==> config.mk <==
export PLATFORM = sky130hd
export DESIGN_NAME = frame_buffer_ctrl
export DESIGN_NICKNAME = d
export VERILOG_FILES = /design/src/rtl/frame_buffer_ctrl.sv
export SDC_FILE = /design/constraint.sdc
export NUM_CORES = 1
export LEC_CHECK = 0
export BUFFER_PORTS_ARGS = -buffer_cell sky130_fd_sc_hd__buf_2
export CORE_MARGIN = 3
export CORE_UTILIZATION = 49
export CTS_CLUSTER_SIZE = 25
export DETAILED_ROUTE_END_ITERATION = 12
export PLACE_DENSITY = 0.77
export SYNTH_ARGS = -nofsm -noshare
export SYNTH_HDL_FRONTEND = slang
export SYNTH_SLANG_ARGS = --single-unit
==> constraint.sdc <==
create_clock -name i_Clk -period 1.8 [get_ports i_Clk]
set_input_delay 0.09 -clock i_Clk [delete_from_list [all_inputs] [get_ports i_Clk]]
set_output_delay 0.09 -clock i_Clk [all_outputs]
set_load 0.1 [all_outputs]
==> src/rtl/frame_buffer_ctrl.sv <==
// Ping-pong frame-buffer controller. The camera pixel stream is steered into one of two
// RAM banks, and only whole frames are handed to the consumer through a valid/ack handshake.
module frame_buffer_ctrl #(
  parameter int unsigned ADDR_W       = 15,
  parameter int unsigned DATA_W       = 8,
  parameter int unsigned FRAME_PIXELS = 9216
) (
  input  logic              i_Clk,
  input  logic              i_Rst,
  input  logic              i_Enable,
  input  logic              i_Cam_VS,
  input  logic              i_Pix_Valid,
  input  logic [DATA_W-1:0] i_Pix_Data,
  output logic [1:0]        o_Bank_We,
  output logic [ADDR_W-1:0] o_Bank_Addr,
  output logic [DATA_W-1:0] o_Bank_Data,
  output logic              o_Rd_Bank,
  output logic              o_Frame_Valid,
  input  logic              i_Frame_Ack,
  output logic              o_Frame_Err,
  output logic [7:0]        o_Frames_Dropped
);

  // One extra bit so a full count is representable even when FRAME_PIXELS == 2**ADDR_W.
  localparam int unsigned    CntW     = ADDR_W + 1;
  localparam logic [CntW-1:0] FrameLen = CntW'(FRAME_PIXELS);

  typedef enum logic [1:0] {StArm, StBlank, StCapture, StHold} state_e;

  state_e              state_q, state_d;
  logic                vs_q;
  logic                wr_bank_q, wr_bank_d;
  logic                rd_bank_q, rd_bank_d;
  logic [CntW-1:0]     pix_cnt_q, pix_cnt_d;
  logic                long_q, long_d;
  logic                pending_q, pending_d;
  logic                frame_valid_q, frame_valid_d;
  logic                frame_err_q, frame_err_d;
  logic [7:0]          dropped_q, dropped_d;
  logic [1:0]          we_q, we_d;
  logic [ADDR_W-1:0]   addr_q, addr_d;
  logic [DATA_W-1:0]   data_q, data_d;

  logic vs_fall, vs_rise, ack;

  assign vs_fall = vs_q & ~i_Cam_VS;
  assign vs_rise = ~vs_q & i_Cam_VS;
  // An ack only counts while a frame is actually being offered.
  assign ack     = i_Frame_Ack & frame_valid_q;

  // Next-state logic: consumer handshake first, then the writer FSM (so a same-cycle ack
  // frees the read bank before a commit swaps into it).
  always_comb begin
    state_d       = state_q;
    wr_bank_d     = wr_bank_q;
    rd_bank_d     = rd_bank_q;
    pix_cnt_d     = pix_cnt_q;
    long_d        = long_q;
    pending_d     = pending_q;
    frame_valid_d = frame_valid_q;
    frame_err_d   = 1'b0;
    dropped_d     = dropped_q;
    we_d          = 2'b00;
    addr_d        = addr_q;
    data_d        = data_q;

    if (ack) begin
      if (pending_q) begin
        rd_bank_d = wr_bank_q;
        wr_bank_d = ~wr_bank_q;
        pending_d = 1'b0;
      end else begin
        frame_valid_d = 1'b0;
      end
    end

    unique case (state_q)
      StArm: begin
        // Entering through blanking guarantees capture never starts mid-frame.
        if (i_Enable && i_Cam_VS) state_d = StBlank;
      end
      StBlank: begin
        if (vs_fall) begin
          state_d   = StCapture;
          pix_cnt_d = '0;
          long_d    = 1'b0;
        end
      end
      StCapture: begin
        if (i_Pix_Valid) begin
          if (pix_cnt_q < FrameLen) begin
            we_d[wr_bank_q] = 1'b1;
            addr_d          = pix_cnt_q[ADDR_W-1:0];
            data_d          = i_Pix_Data;
            pix_cnt_d       = pix_cnt_q + 1'b1;
          end else begin
            long_d = 1'b1;
          end
        end
        if (vs_rise) begin
          if (pix_cnt_q != FrameLen || long_q) begin
            frame_err_d = 1'b1;
            state_d     = StArm;
          end else if (!frame_valid_q || ack) begin
            rd_bank_d     = wr_bank_q;
            wr_bank_d     = ~wr_bank_q;
            frame_valid_d = 1'b1;
            state_d       = StArm;
          end else begin
            // Reader still busy: keep wr_bank so the finished frame survives.
            pending_d = 1'b1;
            state_d   = StHold;
          end
        end
      end
      StHold: begin
        if (vs_fall && dropped_q != 8'hFF) dropped_d = dropped_q + 8'd1;
        if (ack) state_d = StArm;
      end
      default: state_d = StArm;
    endcase
  end

  // State and output registers.
  always_ff @(posedge i_Clk or posedge i_Rst) begin
    if (i_Rst) begin
      state_q       <= StArm;
      vs_q          <= 1'b1;
      wr_bank_q     <= 1'b0;
      rd_bank_q     <= 1'b1;
      pix_cnt_q     <= '0;
      long_q        <= 1'b0;
      pending_q     <= 1'b0;
      frame_valid_q <= 1'b0;
      frame_err_q   <= 1'b0;
      dropped_q     <= 8'd0;
      we_q          <= 2'b00;
      addr_q        <= '0;
      data_q        <= '0;
    end else begin
      state_q       <= state_d;
      vs_q          <= i_Cam_VS;
      wr_bank_q     <= wr_bank_d;
      rd_bank_q     <= rd_bank_d;
      pix_cnt_q     <= pix_cnt_d;
      long_q        <= long_d;
      pending_q     <= pending_d;
      frame_valid_q <= frame_valid_d;
      frame_err_q   <= frame_err_d;
      dropped_q     <= dropped_d;
      we_q          <= we_d;
      addr_q        <= addr_d;
      data_q        <= data_d;
    end
  end

  assign o_Bank_We        = we_q;
  assign o_Bank_Addr      = addr_q;
  assign o_Bank_Data      = data_q;
  assign o_Rd_Bank        = rd_bank_q;
  assign o_Frame_Valid    = frame_valid_q;
  assign o_Frame_Err      = frame_err_q;
  assign o_Frames_Dropped = dropped_q;

endmodule

* After elaboration in Yosys (flattened, before gate mapping) *
Index checks and enable logic that the tools add are counted.

word-level totals
  flip-flop bits (word level) = 58
  latch bits = 0
  RAM bits = 0
  memory bits (read-only) = 0
  output and inout port bits = 36
  memories kept = 0

operators by class
  add/subtract/negate cells = 2
  $mul = 0
  div/mod/pow operators = 0
  $lt $le $gt $ge = 3
  equal/unequal tests = 12
  shift-type cells = 0
  mux-type cells = 46
  bitwise logic cells = 6
  reductions and logical operators = 13

operators with widths
  operator                                                                   count
  16-bit 2-to-1 mux                                                          3
  16-bit case mux with 2 select lines                                        1
  1-bit 2-to-1 mux                                                           30
  2-bit 2-to-1 mux                                                           9
  16-bit by 1-bit adder with 16-bit output, second input constant            1
  16-bit by 14-bit < comparator with 1-bit output, second input constant     1
  16-bit by 14-bit inequality test with 1-bit output, second input constant  1
  2-bit inequality test, second input constant                               7
  4-bit AND reduction                                                        3
  8-bit by 1-bit adder with 8-bit output, second input constant              1
  8-bit inequality test, second input constant                               1
  2-bit case mux with 4 select lines                                         1
  2-bit equality test, second input constant                                 2
  1-bit AND                                                                  3
  1-bit logical AND                                                          3
  1-bit NOT                                                                  3
  3-bit AND reduction                                                        1
  2-bit by 1-bit equality test with 1-bit output, second input constant      1
  2-bit zero test                                                            1
  1-bit logical OR                                                           2
  1-bit by 2-bit < comparator with 1-bit output, second input constant       1
  1-bit case mux with 2 select lines                                         1
  2-bit AND reduction                                                        1
  2-bit nonzero test                                                         1
  other kinds (3)                                                            3

* Depth between registers and ports, before layout *
Gate-level depths: netlist of the first run.

  depth after elaboration = 7
  depth in mapped cells = 8
  mapped depth without buffers = 6

* Worst setup path after synthesis of the first run *
No wires, ideal clock.

  path kind = register -> register
  from = reg dropped_q[0], in the netlist o_Frames_Dropped[0]
  to = reg dropped_q[1], in the netlist o_Frames_Dropped[1]
  setup time = 0.126 ns
  data arrival time = 2.222 ns
  required time = 1.674 ns
  path slack = -0.548 ns
  cell stages (with the launch flop) = 5
  buffers on the path = 0
  period minus slack after synthesis = 2.348 ns
  cell sequence = dfrtp_1 ha_1 nand3_1 o211ai_1 mux2_2

on the way
  cells in the longest elaborated chain, start to end = 3
  elaborated cells on any way between the ends = 4
  those cells by class = 1 x add/sub; 1 x eq/ne; 2 x reduce/logical

RTL lines
  element                                                                         line  source
  start: declaration                                                              39    logic [7:0] dropped_q, dropped_d;
  start signal: assignment                                                        150   dropped_q <= dropped_d;
  branches (longest 3 deep; another with 8-bit by 1-bit adder with 8-bit output)  n/a

Parallel ways; which one is timed is not known.
A chain may end at the register's enable or synchronous reset.

* Worst setup path after layout of the first run *
  from = reg pix_cnt_q[1]
  to = reg pix_cnt_q[12]

on the way
  cells in the longest elaborated chain, start to end = 4
  elaborated cells on any way between the ends = 7
  those cells by class = 1 x add/sub; 1 x order compare; 1 x eq/ne; 3 x mux; 1 x reduce/logical

RTL lines
  element                                   line  source
  start: declaration                        34    logic [CntW-1:0] pix_cnt_q, pix_cnt_d;
  start signal: assignment                  145   pix_cnt_q <= pix_cnt_d;
  16-bit by 1-bit adder with 16-bit output  95    pix_cnt_d = pix_cnt_q + 1'b1;
  16-bit 2-to-1 mux                         91    if (pix_cnt_q < FrameLen) begin
  16-bit 2-to-1 mux                         90    if (i_Pix_Valid) begin
  16-bit case mux with 2 select lines       77    unique case (state_q)

Parallel ways exist; a longest one is shown, timed or not. The select of a mux whose other input is x is not followed.

==> results of run 1 <==
## stage by stage
| step | power [uW] | hold slack, ns | cell area (sq um) | setup WS (ns) |
|---|---|---|---|---|
| after floorplan | 3420 | 0.0945 | 2690 | -0.164 |
| after global placement | 3770 | 0.169 | 3110 | 0.0300 |
| after detailed placement | 3800 | 0.168 | 3110 | 0.0115 |
| after CTS | 4920 | 0.0619 | 3400 | 0.00523 |
| after global routing | 5160 | 0.0804 | 3450 | -0.0451 |
| final | 4920 | 0.0641 | 3450 | 0.00603 |
## worst max-delay path by stage
stage / startpoint / endpoint / slack, ns / depth (start not counted)
finish: pix_cnt_q[1]$_DFFE_PP0P_ / pix_cnt_q[12]$_DFFE_PP0P_ / 0.006 / 5
global route: pix_cnt_q[1]$_DFFE_PP0P_ / pix_cnt_q[12]$_DFFE_PP0P_ / -0.05 / 5
CTS: pix_cnt_q[1]$_DFFE_PP0P_ / o_Rd_Bank$_DFF_PP1_ / 0.005 / 6
detailed placement: pix_cnt_q[0]$_DFFE_PP0P_ / o_Rd_Bank$_DFF_PP1_ / 0.01 / 6
global placement: pix_cnt_q[11]$_DFFE_PP0P_ / o_Rd_Bank$_DFF_PP1_ / 0.03 / 5
floorplan: o_Frames_Dropped[0]$_DFFE_PP0P_ / o_Frames_Dropped[1]$_DFFE_PP0P_ / -0.16 / 4
## power by group
part	leakage [uW]	internal (uW)	switching [uW]
Sequential	0.000765	1530	166
Combinational	0.000852	453	1690
Clock	0.0000965	608	479
Total	0.00171	2590	2330
## sequential cells by signal, summed over array words and instances (netlist names)
| signal | flops |
|---|---|
| o_Rd_Bank | 1 |
| vs_q | 1 |
| o_Frames_Dropped | 8 |
| long_q | 1 |
| o_Bank_Data | 8 |
| o_Bank_Addr | 15 |
| o_Frame_Valid | 1 |
| state_q | 2 |
| pix_cnt_q | 16 |
| o_Frame_Err | 1 |
| o_Bank_We | 2 |
| wr_bank_q | 1 |
| pending_q | 1 |
## cell families after synthesis
logic type,after synthesis,share of synthesized area
adders and majority gates,3,0.0141
xor gates and xnor gates,8,0.0263
buffers and inverters,22,0.0480
AOI/OAI and AO/OA,42,0.101
and+or+nand+nor,133,0.244
DFF,58,0.547
muxes,4,0.0207
## cell usage after synthesis, drive strengths merged, types with 5 or more instances
library cell  number  area [sq um]
nand2             73           274
dfrtp             56          1400
o21ai             16          80.1
a21oi             10          50.1
inv               10          37.5
nor2              10          37.5
nand3              9          50.1
clkbuf             8          51.3
o31ai              7          66.3
xor2               6          52.6
nand2b             5          31.3
nand4              5          37.5
nor3               5          25.0
## layout by cell type, fill, tap and decap left out, types with 3 or more instances in the layout
cell           instances
a21oi_1                9
and2_1                 3
buf_2                 49
buf_4                 20
clkbuf_8              12
dfrtp_1               47
dfrtp_2                9
dlygate4sd3_1         10
inv_1                  7
inv_2                  3
nand2_1               73
nand2b_1               5
nand3_1                7
nand4_1                4
nor2_1                 9
nor2b_1                3
nor3_1                 5
nor4_1                 3
o21ai_0               15
o31ai_1                6
xor2_1                 6
## cell type report
class / count / area share
well taps: 70 / 0.0254
flip-flops and latches: 58 / 0.424
repair buffers: 81 / 0.155
inverters: 10 / 0.0109
clock inverters: 2 / 0.00290
clock buffers: 14 / 0.0500
multi-input cells: 190 / 0.332
## repair_timing
| action | CTS | global route |
|---|---|---|
| hold buffers | 10 | 0 |
| pin swaps | 0 | 3 |
| setup buffers | 1 | 1 |
| setup endpoints to repair | 1 | 11 |
| resized for setup | 0 | 11 |
| hold endpoints to repair | 65 | 0 |
## per-layer routing
layer,global-route usage,vias up,part of all wire
met5,0,-,0
met2,0.314,73,0.46
met3,0.0497,9,0.063
li1,-,1090,-
met1,0.274,1051,0.46
met4,0.0842,0,0.016
## worst max-delay path: cells and delay by family, from the launching register on
family | cells | cell delay (ns)
DFF | 1 | 0.41
adders and majority gates | 1 | 0.22
and+or+nand+nor | 2 | 0.93
AOI/OAI and AO/OA | 1 | 0.14
buffers and inverters | 1 | 0.04
==> impl_results.md, run 1 <==
* Critical Path End Type: flip-flop
* Peak supply drop at 1.40 mV
* Initial DRT Pass Iterations at 5
* Critical path peak fanout at 5
* DPL Wire Length at approximately 4 mm
* Hold_sp: i_Frame_Ack
* CTS tree: yes
* Rows at 26
* Die width at 79.7 microns
* Area of the die at 6350 sq um
* Most used cell, CP: or4_4
* Crit path largest cell delay at 0.50 ns
* Placed insts at 397
* Setup Skew at 0.00597 ns
* Post-synthesis sequential area ratio at 0.547
* Worst-Margin Slew at about 0.5 ns
* Die height at between 70 and 80 microns
* RSZ-0062 raised after global routing: yes
* # fillers at 397
* Total number of vias at ~2,200
* Nets at 367
* Initial Utilization at 0.514
* Crit path DAT at 2.07 ns
* Multi-input logic area at between 1000 and 1500 sq um
* Layout cells sized above 1 at 0.338
* Post-synth EDFFs at 0
* Fraction of registers with async set/reset at 1.00
* FF+latch count, synth at 58
* All-Layer GR Usage at 0.203
* Crit-path cells: ha_2 > inv_2 > or4_4 > or4_4 > a21oi_2
* Mapped Nets at 287
* Fin crit share at 0.997
* Pwr dens at 1430 nW/um^2
* Root Driver: clkbuf_8
* Initial antenna violation count at 0
* Avg Cell Area, Syn at 9.85 sq um
* Max Cap Viol at 0
* Yosys Warn Count at 0
* R2R Setup Slk at ~0.006 ns
* Synth cell types at 48
* Worst-skew pair later-pin latency at 0.34 ns
* Routed len/inst at between 10 and 15 microns
* Vias in the first global route at 2,148
* Drt drc at 0
* Setup TNS at 0 ns
* Worst Reg-to-Reg Cells at 5
* Fin crit period at about 1.8 ns
* Via-to-Cell Ratio at 5.23
* Rel. slew slack at 0.668
* Critical path class: flip-flop to flip-flop
* Fin cells at 425
* CP max stage cell: or4_4
* # IOs at 50
* Required time worst endpoint at ~2.1 ns
* First-pass GRT wire length at 9.96 mm
* Reg clk slew, reported paths at 0.06 ns
* CP startpoint kind: flip-flop
* Pin count of the biggest net entering global routing at 59
* Worst reg2reg path endpoint: pix_cnt_q[12]$_DFFE_PP0P_
* Worst-case clock buffer depth at 2
* GRT overflow at 0
* H-tree Lvls at 3
* 1st-iter DRT viols at 178
* Fmax at 0.557 GHz
* Fin. max-slew vios at 0
* Final core area utilization at 0.668
* Endpoints failing setup at 0
* Hold path endpoint: o_Frame_Valid$_DFF_PP0_
* Worst Hold Depth at 3
* Fin. Hold Viols at 0
* Core area at 5170 sq um
* Worst R2R Start: pix_cnt_q[1]$_DFFE_PP0P_
* TritonCTS Buffers at 9
* Cell Area, Synth at roughly 2700 sq um
* Routability cong. at about 0.9
* Register Area at 1470 sq um
* Top FF cell, synth: dfrtp_1
* P&R area growth vs syn at 29.8%
* P_leak at 0.00171 uW
* Status: completed
* Antenna cell count at 0
* IO Port Bufs at 49
* Clock Sinks at 58
* Hold crit path type: input port to flip-flop
* DRT Wirelength at 5.85 mm
* Post-Synthesis Cells at 270
* Post-DRT Antenna Nets at 0
(Power assumes the default switching activity.)
==> run 2: changes to the inputs <==
--- a/config.mk
+++ b/config.mk
@@ -6,8 +6,9 @@
 export NUM_CORES = 1
 export LEC_CHECK = 0
 export BUFFER_PORTS_ARGS = -buffer_cell sky130_fd_sc_hd__buf_2
-export CORE_MARGIN = 3
+export CORE_MARGIN = 4
 export CORE_UTILIZATION = 49
+export CTS_BUF_LIST = sky130_fd_sc_hd__clkbuf_4 sky130_fd_sc_hd__clkbuf_8 sky130_fd_sc_hd__clkbuf_16
 export CTS_CLUSTER_SIZE = 25
 export DETAILED_ROUTE_END_ITERATION = 12
 export PLACE_DENSITY = 0.77
==> run 2 against run 1 <==
  * Die area grew 5.1%
  * Final cell count rose by 1.6%
  * Critical path depth unchanged
  * Largest cell class unchanged
  * Worst setup slack worse by 0.00099 ns
  * Sequential share of layout area fell by 0.90 points
  * Flip-flop and latch count unchanged
  * Maximum frequency about the same
  * Clock power is 9% higher
  * Final area up 2.2%
  * First-iteration DRC count down 49%
==> impl_results.md, run 2 (synthesis gave the netlist of run 1 again) <==
* Fin. max-slew vios at 0
* Largest Register: pix_cnt_q
* Nets at 374
* Internal power at between 2000 and 3000 uW
* Vias in the first global route at between 2,000 and 2,500
* Fmax at 0.557 GHz
* Worst-Margin Slew at about 0.5 ns
* Clk pwr share at 0.235
* Crit path DAT at 2.06 ns
* TritonCTS Buffers at 9
* Worst-skew pair later-pin latency at between 0.3 and 0.4 ns
* GRT overflow at 0
* Max Cap Viol at 0
* Initial DRT Pass Iterations at 4
* Rel. slew slack at 0.666
* Initial Utilization at 0.514
* Net Switching at about 2300 uW
* Area of the die at 6670 sq um
* 1st-iter DRT viols at 91
* P&R area growth vs syn at 32.6%
* Switching share of power at 0.466
* Initial antenna violation count at 0
* Required time worst endpoint at 2.07 ns
* Die width at 81.7 microns
* Critical Path End Type: flip-flop
* Core area at 5170 sq um
* RSZ-0062 raised after global routing: yes
* Max FFs per register at 16
* Clock Sinks at 58
* Drt drc at 0
* Most common cell after layout, fill and taps aside: nand2_1
* Routability cong. at 0.880
* Setup TNS at 0 ns
* Layout cells sized above 1 at 0.356
* Reg clk slew, reported paths at 0.06 ns
* Pwr dens at roughly 1400 nW/um^2
* Hold WS at between 0.08 and 0.09 ns
* IO Port Bufs at 49
* Die height at between 80 and 90 microns
* All-Layer GR Usage at 0.199
* CTS tree: yes
* Power share of the sequential group at 0.338
* Setup Slack @ Placement at -0.0185 ns
* Combinational fraction of design power at 0.427
* Rows at 26
* Worst Reg-to-Reg Cells at 5
* Fin. Hold Viols at 0
* Peak supply drop at 1.30 mV
* Worst-case clock buffer depth at 2
* Worst Hold Depth at 3
* Total number of vias at 2,292
* Setup Skew at ~0.0093 ns
* CP startpoint kind: flip-flop
* Hold crit path type: input port to flip-flop
* R2R Setup Slk at 0.005 ns
* Critical path class: flip-flop to flip-flop
* PnR worst setup slack at 0.00504 ns
* Root Driver: clkbuf_8
* Antenna cell count at 0
* Routed len/inst at about 14 microns
* Pin count of the biggest net entering global routing at 59
* # IOs at 50
* Status: completed
* Fin crit period at 1.79 ns
* DPL Wire Length at 4.17 mm
* H-tree Lvls at 3
* Leading cell types in the layout, fill and taps excluded: nand2_1 (73), buf_2 (49), dfrtp_1 (47), buf_4 (27), o21ai_0 (15)
* First-pass GRT wire length at 10.0 mm
* Critical path peak fanout at 5
* Fin crit share at 0.997
* Endpoints failing setup at 0
* Post-DRT Antenna Nets at 0
* Via-to-Cell Ratio at approximately 5.3
* DRT Wirelength at 6.18 mm
* P_leak at 0.00176 uW
-- run 2: cell count changes in the layout (fill, tap and decap cells not counted), sizes merged --
| cell | previous run | this run |
|---|---|---|
| buf | 71 | 78 |
| clkbuf | 14 | 15 |
| clkinv | 2 | 1 |
-- run 2: worst paths after layout --
path / from / end
max in group asynchronous: i_Rst / o_Rd_Bank$_DFF_PP1_
hold / removal: i_Frame_Ack / o_Frame_Valid$_DFF_PP0_
setup / recovery: pix_cnt_q[1]$_DFFE_PP0P_ / pix_cnt_q[12]$_DFFE_PP0P_
hold reg to reg: wr_bank_q$_DFF_PP0_ / o_Bank_We[0]$_DFF_PP0_
setup reg to reg: pix_cnt_q[1]$_DFFE_PP0P_ / pix_cnt_q[12]$_DFFE_PP0P_
min in group asynchronous: i_Rst / o_Bank_Data[5]$_DFFE_PP0P_
-- run 2: routing by layer --
metal / wire [microns] / track usage / vias to the layer above
li1: - / - / 1093
met4: 156 / 0.131 / 0
met5: 0 / 0 / -
met3: 399 / 0.0450 / 18
met1: 2690 / 0.249 / 1095
met2: 2940 / 0.309 / 86
-- run 2: final cells by class --
class | instances | area (sq um)
clock buffer | 15 | 200
clock inverter | 1 | 5.00
fill | 380 | 1640
inverter | 10 | 37.5
multi-input combinational | 190 | 1140
sequential | 58 | 1470
tap | 70 | 87.6
timing repair buffer | 88 | 588
-- run 2: worst max-delay path: stages, from the launching register on --
cell and delay [ns]:
dfrtp_1 0.41, ha_2 0.21, inv_2 0.04, or4_4 0.50, or4_4 0.44, a21oi_2 0.13
-- run 2: through the flow --
| step | util | area [sq um] | total power (uW) | std cells |
|---|---|---|---|---|
| after floorplan | - | 2690 | 3420 | 270 |
| after CTS | 0.670 | 3470 | 5050 | 430 |
| after global routing | 0.682 | 3530 | 5270 | 432 |
| after detailed placement | 0.610 | 3150 | 3820 | 403 |
| after global placement | 0.610 | 3150 | 3790 | 403 |
| final | 0.682 | 3530 | 5040 | 432 |
-- run 2: repair_timing --
item	4_1_cts	5_1_grt
hold buffers	10	0
pin swaps	0	5
buffers inserted	1	2
endpoints found under the setup margin	1	10
resized for setup	0	10
cloned	0	0
endpoints found under the hold margin	65	0
-- run 2: power groups by stage --
stage          combinational [uW]  clock [uW]  sequential (uW)
2_1_floorplan                 511           0             2910
3_3_place_gp                 2080           0             1710
3_5_place_dp                 2090           0             1730
4_1_cts                      2130        1220             1700
5_1_grt                      2270        1270             1730
6_report                     2150        1190             1700
==> run 3: changes to the inputs <==
--- a/config.mk
+++ b/config.mk
@@ -7,11 +7,11 @@
 export LEC_CHECK = 0
 export BUFFER_PORTS_ARGS = -buffer_cell sky130_fd_sc_hd__buf_2
 export CORE_MARGIN = 4
-export CORE_UTILIZATION = 49
+export CORE_UTILIZATION = 35
 export CTS_BUF_LIST = sky130_fd_sc_hd__clkbuf_4 sky130_fd_sc_hd__clkbuf_8 sky130_fd_sc_hd__clkbuf_16
 export CTS_CLUSTER_SIZE = 25
 export DETAILED_ROUTE_END_ITERATION = 12
-export PLACE_DENSITY = 0.77
+export PLACE_DENSITY = 0.59
 export SYNTH_ARGS = -nofsm -noshare
 export SYNTH_HDL_FRONTEND = slang
 export SYNTH_SLANG_ARGS = --single-unit
==> run 3 against run 2 <==
  * The run now ends with negative setup slack left
  * Sequential share of layout area is 0.95 points lower
  * Critical path depth stayed put
  * Flip-flop and latch count stayed put
  * Clock skew is 0.0018 ns lower
  * Combinational power is 2% higher
  * Global-route usage is 4.8 points lower
  * Sequential power hardly changed
  * Largest power group unchanged
  * Hold slack worse by 0.030 ns
  * Final area is 2.3% higher
  * Die area is 36% higher
  * Routed wire length is 2.5% higher
  * Utilization is 19 points lower
==> impl_results.md, run 3 (synthesis gave the netlist of run 1 again) <==
* Setup Skew at 0.00745 ns
* Pwr dens at 1490 nW/um^2
* # IOs at 50
* Max FFs per register at 16
* H-tree Lvls at 3
* Setup crit start: pix_cnt_q[1]$_DFFE_PP0P_
* Antenna cell count at 0
* Fin cells at 462
* Final Cell Area at between 3000 and 4000 sq um
* Critical Path End Type: flip-flop
* CTS tree: yes
* Worst-Margin Slew at ~0.57 ns
* P_leak at 0.00178 uW
* Routed len/inst at around 14 microns
* Worst-case clock buffer depth at 2
* PnR worst setup slack at -0.0196 ns
* Most common cell after layout, fill and taps aside: nand2_1
* First-pass GRT wire length at 10.4 mm
* Fin. Hold Viols at 0
* P&R area growth vs syn at 35.7%
* Vias in the first global route at 2,209
* Placed insts at 431
* Initial Utilization at 0.363
* Leading cell types in the layout, fill and taps excluded: nand2_1 (73), buf_2 (49), dfrtp_1 (47), buf_4 (28), o21ai_0 (16)
* IO Port Bufs at 49
* Fin. max-slew vios at 0
* DPL Wire Length at 4.45 mm
* Fin crit share at 1.01
* Nets at 375
* DP Area at 3180 sq um
* GRT overflow at 0
* Fmax at 0.550 GHz
* Max Cap Viol at 0
* Worst R2R Start: pix_cnt_q[1]$_DFFE_PP0P_
* Routability cong. at 0.893
* Initial antenna violation count at 0
* Required time worst endpoint at 2.08 ns
* Post-DRT Antenna Nets at 0
* # fillers at 722
* Critical path peak fanout at 4
* Core area at ~7300 sq um
* RSZ-0062 raised after global routing: yes
* Peak supply drop at around 0.94 mV
* Endpoints failing setup at 1
* Design Power at 5400 uW
* Failing checks: negative setup slack
* Die height at 95.2 microns
* Clock Sinks at 58
* TritonCTS Buffers at 9
* CP startpoint kind: flip-flop
* Initial DRT Pass Iterations at 4
* Via-to-Cell Ratio at a little under 5
* Layout cells sized above 1 at 0.353
* Die width at roughly 95 microns
* Area of the die at 9060 sq um
* Root Driver: clkbuf_8
* Hold_sp: i_Frame_Ack
* Status: complete, but fails checks
* Pin count of the biggest net entering global routing at 27
* 1st-iter DRT viols at 154
* Rel. slew slack at 0.618
* Drt drc at 0
* Hold crit path type: input port to flip-flop
* Crit path DAT at 2.10 ns
* Rows at 31
* Total number of vias at about 2,300
* Critical path class: flip-flop to flip-flop
* Worst-skew pair later-pin latency at 0.35 ns
* Largest Register: pix_cnt_q
* Reg clk slew, reported paths at 0.07 ns
* Fin crit period at 1.82 ns
* All-Layer GR Usage at 0.151
* DRT Wirelength at roughly 6.3 mm
-- run 3: worst paths after layout --
| path | slack (ns) | depth (start not counted) | endpoint |
|---|---|---|---|
| min in group asynchronous | 0.34 | 3 | o_Bank_Data[6]$_DFFE_PP0P_ |
| worst max register to register | -0.02 | 5 | pix_cnt_q[12]$_DFFE_PP0P_ |
| worst min register to register | 0.46 | 1 | o_Bank_We[0]$_DFF_PP0_ |
| worst max-delay path | -0.02 | 5 | pix_cnt_q[12]$_DFFE_PP0P_ |
| max in group asynchronous | 0.85 | 4 | o_Bank_Addr[7]$_DFFE_PP0P_ |
| worst min-delay path | 0.05 | 3 | o_Frame_Valid$_DFF_PP0_ |
-- run 3: through the flow --
stage           util  hold WS [ns]  setup WS, ns  setup TNS (ns)
2_1_floorplan      -        0.0945        -0.164          -0.555
3_3_place_gp   0.434         0.180        0.0635               0
3_5_place_dp   0.434         0.180       -0.0298         -0.0298
4_1_cts        0.485        0.0423       -0.0233         -0.0233
5_1_grt        0.493        0.0626        -0.100          -0.217
6_report       0.493        0.0539       -0.0196         -0.0196
-- run 3: power by group --
group | switching [uW] | leakage (uW) | total, uW | internal (uW)
Sequential | 153 | 0.000765 | 1680 | 1530
Combinational | 1710 | 0.000890 | 2190 | 480
Clock | 532 | 0.000129 | 1520 | 990
-- run 3: routing by layer --
layer / wire length (microns) / track usage / up-vias
met5: 0 / 0 / -
met4: 84 / 0.0469 / 0
met3: 450 / 0.0584 / 11
met2: 2870 / 0.233 / 57
met1: 2930 / 0.194 / 1078
li1: - / - / 1108
-- run 3: what timing repair did --
action	CTS	global route
pin swaps	0	5
hold buffers	10	0
resized for setup	0	8
endpoints found under the setup margin	1	11
buffers inserted	3	2
hold endpoints to repair	31	0
-- run 3: area by class of cell --
cell class / instances / area (sq um) / area share
clock buffer: 11 / 151 / 0.0419
clock inverter: 5 / 100 / 0.0277
inverter: 10 / 37.5 / 0.0104
multi-input combinational: 190 / 1140 / 0.315
sequential: 58 / 1470 / 0.406
tap: 99 / 124 / 0.0343
timing repair buffer: 89 / 596 / 0.165
-- run 3: worst max-delay path, cell delays in order, from the launching register on --
cell and delay (ns):
dfrtp_1 0.40, ha_2 0.22, inv_2 0.04, or4_4 0.50
or4_4 0.43, a21oi_2 0.14
